$ cat config.mk
export PLATFORM = sky130hd
export DESIGN_NAME = mig_rep9_tx
export DESIGN_NICKNAME = d
export VERILOG_FILES = /design/src/rtl/mig_rep9_tx.sv
export SDC_FILE = /design/constraint.sdc
export NUM_CORES = 1
export LEC_CHECK = 0
export BUFFER_PORTS_ARGS = -buffer_cell sky130_fd_sc_hd__buf_4
export CORE_ASPECT_RATIO = 1.2
export CORE_MARGIN = 1.5
export CORE_UTILIZATION = 58
export CTS_CLUSTER_SIZE = 30
export DETAILED_ROUTE_END_ITERATION = 6
export PLACE_DENSITY = 0.83
export SLEW_MARGIN = 20
export SYNTH_ARGS = -nofsm -noshare
export SYNTH_HDL_FRONTEND = slang
export SYNTH_SLANG_ARGS = --single-unit
$ cat constraint.sdc
create_clock -name clk -period 4.4 [get_ports clk]
set_input_delay 0.88 -clock clk [delete_from_list [all_inputs] [get_ports clk]]
set_output_delay 0.88 -clock clk [all_outputs]
set_load 0.01 [all_outputs]
$ cat src/rtl/mig_rep9_tx.sv
// Transmit side of the REPxREP concatenated-repetition link: each data bit is sent as REP*REP identical beats,
// LSB first, on a one-bit valid/ready stream with sof/eof markers. Optional macro: FAULT_INJECT_EN.
module mig_rep9_tx #(
  parameter int DATA_W = 8,
  parameter int REP    = 3
) (
  input  logic                          clk,
  input  logic                          rst_n,
  input  logic                          in_valid,
  output logic                          in_ready,
  input  logic [DATA_W-1:0]             in_data,
  output logic                          out_valid,
  input  logic                          out_ready,
  output logic                          out_bit,
  output logic                          out_sof,
  output logic                          out_eof
`ifdef FAULT_INJECT_EN
  ,
  input  logic                          flip_en,
  input  logic [$clog2(REP*REP)-1:0]    flip_pos
`endif
);

  localparam int N     = REP * REP;
  localparam int REP_W = $clog2(N);
  localparam int BIT_W = (DATA_W > 1) ? $clog2(DATA_W) : 1;

  localparam logic [REP_W-1:0] REP_LAST = REP_W'(N - 1);
  localparam logic [BIT_W-1:0] BIT_LAST = BIT_W'(DATA_W - 1);

  typedef enum logic {
    IDLE = 1'b0,
    SEND = 1'b1
  } state_e;

  state_e              state_q, state_d;
  logic [DATA_W-1:0]   data_q, data_d;
  logic [BIT_W-1:0]    bit_idx_q, bit_idx_d;
  logic [REP_W-1:0]    rep_idx_q, rep_idx_d;
  logic                out_valid_q, out_valid_d;
  logic                out_bit_q, out_bit_d;
  logic                out_sof_q, out_sof_d;
  logic                out_eof_q, out_eof_d;
  logic                flip_hit_d;
  logic                last_beat;
  logic                in_xfer;
  logic                out_xfer;

`ifdef FAULT_INJECT_EN
  logic                flip_en_q, flip_en_d;
  logic [REP_W-1:0]    flip_pos_q, flip_pos_d;
`endif

  always_comb begin
    // NOTE: every signal written here gets a default first, so no path leaves one unassigned and no latch is inferred.
    state_d   = state_q;
    data_d    = data_q;
    bit_idx_d = bit_idx_q;
    rep_idx_d = rep_idx_q;
`ifdef FAULT_INJECT_EN
    flip_en_d  = flip_en_q;
    flip_pos_d = flip_pos_q;
`endif

    last_beat = (state_q == SEND) && (bit_idx_q == BIT_LAST) && (rep_idx_q == REP_LAST);
    // A new word may only enter on the final beat, and only if that beat leaves this cycle.
    in_ready  = (state_q == IDLE) || (last_beat && out_ready);
    in_xfer   = in_valid && in_ready;
    out_xfer  = (state_q == SEND) && out_ready;

    case (state_q)
      IDLE: begin
        if (in_xfer) begin
          state_d   = SEND;
          data_d    = in_data;
          bit_idx_d = '0;
          rep_idx_d = '0;
`ifdef FAULT_INJECT_EN
          flip_en_d  = flip_en;
          flip_pos_d = flip_pos;
`endif
        end
      end
      SEND: begin
        if (out_xfer) begin
          if (last_beat) begin
            bit_idx_d = '0;
            rep_idx_d = '0;
            if (in_xfer) begin
              data_d = in_data;
`ifdef FAULT_INJECT_EN
              flip_en_d  = flip_en;
              flip_pos_d = flip_pos;
`endif
            end else begin
              state_d = IDLE;
            end
          end else if (rep_idx_q == REP_LAST) begin
            rep_idx_d = '0;
            bit_idx_d = bit_idx_q + 1'b1;
          end else begin
            rep_idx_d = rep_idx_q + 1'b1;
          end
        end
      end
      default: state_d = IDLE;
    endcase

    // Outputs are computed from the next state so they leave straight from flops and hold while stalled.
`ifdef FAULT_INJECT_EN
    flip_hit_d = flip_en_d && (rep_idx_d == flip_pos_d);
`else
    flip_hit_d = 1'b0;
`endif
    out_valid_d = (state_d == SEND);
    out_bit_d   = out_valid_d && (data_d[bit_idx_d] ^ flip_hit_d);
    out_sof_d   = out_valid_d && (bit_idx_d == '0) && (rep_idx_d == '0);
    out_eof_d   = out_valid_d && (bit_idx_d == BIT_LAST) && (rep_idx_d == REP_LAST);
  end

  // NOTE: state registers use non-blocking assignments so every flop samples pre-edge values, independent of order.
  always_ff @(posedge clk or negedge rst_n) begin
    if (!rst_n) begin
      state_q     <= IDLE;
      data_q      <= '0;
      bit_idx_q   <= '0;
      rep_idx_q   <= '0;
      out_valid_q <= 1'b0;
      out_bit_q   <= 1'b0;
      out_sof_q   <= 1'b0;
      out_eof_q   <= 1'b0;
    end else begin
      state_q     <= state_d;
      data_q      <= data_d;
      bit_idx_q   <= bit_idx_d;
      rep_idx_q   <= rep_idx_d;
      out_valid_q <= out_valid_d;
      out_bit_q   <= out_bit_d;
      out_sof_q   <= out_sof_d;
      out_eof_q   <= out_eof_d;
    end
  end

`ifdef FAULT_INJECT_EN
  always_ff @(posedge clk or negedge rst_n) begin
    if (!rst_n) begin
      flip_en_q  <= 1'b0;
      flip_pos_q <= '0;
    end else begin
      flip_en_q  <= flip_en_d;
      flip_pos_q <= flip_pos_d;
    end
  end
`endif

  assign out_valid = out_valid_q;
  assign out_bit   = out_bit_q;
  assign out_sof   = out_sof_q;
  assign out_eof   = out_eof_q;

endmodule

==> results.txt <==
The final setup slack of the worst path is about 1.7 ns. The synthesized area is approximately 1100 um2. The source-to-sink clock delay at the later pin of the worst-skew pair is 0.30 ns. The fraction of layout cells with a size suffix above 1 came out at between 20% and 30%. The first detailed-routing pass took 4 iterations. The final total negative setup slack is 0 ns. The count of buffers added on input and output ports is 16. The worst setup path is of the register to output port kind. Setup repair after global routing left no endpoint under its margin. The fraction of the cycle the final worst path needs is around 61%. The routability congestion estimate is 0.825. In this run the clock root is driven by a clkbuf_4. The clock-pin slew on the worst setup and hold paths is approximately 0.11 ns. STA puts the critical path data required time at between 3 and 4 ns. The maximum number of buffers from clock root to sink came out at 2. The number of hold buffers added after CTS came out at 0. STA classifies the critical path endpoint as an output port. The count of yosys warnings during synthesis is 0. The placeable core region is 1660 um2. The most used flip-flop cell after synthesis is dfrtp_1. The flow ran to the end, and the final reports show no timing, DRC or antenna violations. The first global-routing pass estimated 3.53 mm of wire. The path class of the tightest hold or removal check is primary input to async pin. The total number of vias is approximately 800.

The count of different cell masters after synthesis is 38. The worst path arrival time came out at around 1.8 ns. The die is approximately 42 um wide. The worst max-slew margin expressed relative to the limit is between 60% and 70%.

Among all stages on the critical path, the largest delay is contributed by dfrtp_1. Summed over all layers, the global routing overflow is 0. The async set or reset register ratio after synthesis came out at 100%. Entering global routing, the biggest net connects 20 pins.

The layout overhead on the synthesized area is 14.0%. The power density normalized to cell area came out at approximately 500 nW/um2. The flip-flop and latch count after synthesis came out at 19. Timing analysis after detailed placement gives a worst setup slack of around 1.8 ns. The repair_antennas step left the layout with diodes totalling 0.

In this run the critical register-to-register path is captured at out_bit. Among cell families on the critical path, the largest total delay comes from flip-flops. In this run the core area contains 16 standard-cell rows. The DRC violation count after routing is 0. The number of antenna violations at the first check in global routing is 0.

The synthesized netlist net count came out at 115. The top-area cell type share of the netlist area came out at ~45%. In this run the critical register-to-register path is launched from rep_idx_q[0].

The setup skew after layout came out at 0.00299 ns. Summed over all instances, the cell type with the most area after synthesis is dfrtp_1. The worst setup path is launched from a register. A synthesized cell averages ~11 um2.

The HPWL after detailed placement is 1.59 mm. The number of global-route vias before repair came out at 810. During I/O placement, the number of pins put on the boundary was 17. The cell count after synthesis is 99.

The number of gates resized after cts is 0. The remaining antenna violation count after routing came out at 0. The max-slew violation total from the final report was 0. The DRC violation total after the first TritonRoute iteration came out at 25. Sorting the synthesized cells by area gives the leading types as dfrtp_1, mux2_2, ha_1.

The count of final hold-check violations is 0. The via count normalized by instance count came out at just over 6. After the last flow step, the layout net total stands at approximately 130.

The area after detailed placement came out at 1170 um2. The initial utilization of the core area, before any placement, comes to a little over three fifths. Along the worst path, the maximum fanout reaches 8. Once the clock tree was built, the setup fixing pass inserted 0 buffers.

Summed over all layers, the routed wires come to 2.09 mm. The clock buffer count from CTS came out at 3. The max-capacitance violation count is 0. The maximum VDD drop came out at ~0.32 mV. The share of the yosys chip area belonging to registers came out at between 40% and 50%. The largest stage delay on the critical path came out at 0.43 ns. The buffering stage count on the worst path with inverters included came out at 2.

The floorplan die area came out at about 2100 um2. The transition time at the pin with the least slew margin is about 0.46 ns. Setup violations remaining at the end of the flow were counted as 0. The detailed-route wire length per cell came out at about 16 um. The number of cells on the worst reg-to-reg path is 9. In this run the number of H-tree levels came out at 1. The cell area after layout is around 1200 um2. TritonCTS built the clock tree. The critical path goes through inv_1 > ha_1 > nand4b_4 > o21ai_2 > buf_4. The number of enable-type register cells in the synthesized netlist is 0.

The clock sink count came out at 19. Across every metal layer, demand over resource in global routing totals roughly 22%. The total leakage power came out at about 0.60 nW. Based on the critical path, the design can be clocked at up to ~370 MHz.

The flop-to-flop setup slack is between 2 and 2.5 ns. The height of the die came out at a little under 50 um. The time the worst path needs with I/O delays and setup is 2.67 ns.
[through the flow]
step,std cells,total power [mW],hold slack (ns),utilization (%)
2_1_floorplan,99,0.436,0.471,-
3_3_place_gp,129,0.491,0.484,70.6
3_5_place_dp,129,0.508,0.487,70.6
4_1_cts,133,0.598,0.431,72.2
5_1_grt,133,0.634,0.440,72.2
6_report,133,0.595,0.426,72.2
[cell usage in the layout (no fill, tap or decap)]
cell type,Yosys,final
o21ai_0,5,5
nor3b_1,1,1
a21boi_0,1,1
o21ai_1,1,1
nand4b_4,1,1
nand3_1,3,3
a22o_1,5,5
a21o_1,1,1
buf_4,1,16
nand2_1,8,8
a31o_2,1,1
nand2b_1,1,1
a22oi_2,1,1
or4_1,1,1
nor2_1,5,5
clkinv_2,0,1
or2_2,1,1
mux2_2,6,6
and4b_1,1,1
and3b_1,1,1
and2_1,1,1
o21ai_2,1,1
inv_1,8,8
xnor2_1,1,1
nor2b_1,2,2
o2111ai_1,1,1
a31oi_1,2,2
and4bb_1,1,1
o32ai_1,1,1
o211a_1,2,2
a221o_1,1,1
ha_1,4,4
mux2i_1,1,1
dfrtp_1,19,19
a32o_1,1,1
nor3_1,1,1
o211ai_1,3,3
or3_1,1,1
clkbuf_4,0,3
[power by group]
part | total (mW) | internal, mW | switching (mW)
Combinational | 0.247 | 0.122 | 0.126
Sequential | 0.256 | 0.218 | 0.0382
Clock | 0.0915 | 0.0340 | 0.0576
[cells in the mapped netlist (2+ instances only)]
library cell,instances
nor2b_1,2
a22o_1,5
nor2_1,5
buf_2,3
a31oi_1,2
ha_1,4
o211a_1,2
dfrtp_1,19
nand2_1,8
o211ai_1,3
mux2_2,6
nand3_1,3
inv_1,8
o21ai_0,5
[sequential cells by signal, summed over array words and instances (netlist names)]
| name | cells |
|---|---|
| bit_idx_q | 3 |
| out_valid | 1 |
| rep_idx_q | 4 |
| out_bit | 1 |
| out_eof | 1 |
| out_sof | 1 |
| data_q | 8 |
[area by class of cell]
| class | count | area [um2] |
|---|---|---|
| multi-input cells | 68 | 524 |
| flip-flops and latches | 19 | 475 |
| fillers | 126 | 462 |
| repair buffers | 16 | 120 |
| inverters | 8 | 30.0 |
| clock buffers | 3 | 22.5 |
| well taps | 18 | 22.5 |
| clock inverters | 1 | 5.00 |
[cells by family after synthesis]
kind of cell	share of synthesized area, %
adders and majority gates	4.76
xor gates and xnor gates	0.832
buffers and inverters	4.99
AOI/OAI and AO/OA	20.1
DFF	45.2
muxes	7.37
and+or+nand+nor	16.8
[routing by layer]
layer	vias up	wire length, um	GRT usage (%)
li1	393	-	-
met1	392	882	29.3
met2	24	1070	35.9
met3	6	72	2.56
met4	0	60	11.3
met5	-	0	0
[worst max path at each step]
stage / cells past startpoint / slack [ns] / to / from
detailed placement: 4 / 1.85 / in_ready / out_ready
global placement: 4 / 1.88 / in_ready / out_ready
global route: 5 / 1.62 / in_ready / rep_idx_q[0]
floorplan: 8 / 2.06 / out_bit / out_ready
CTS: 5 / 1.74 / in_ready / rep_idx_q[0]
finish: 5 / 1.73 / in_ready / rep_idx_q[0]
Power figures use the tool's default switching activity.
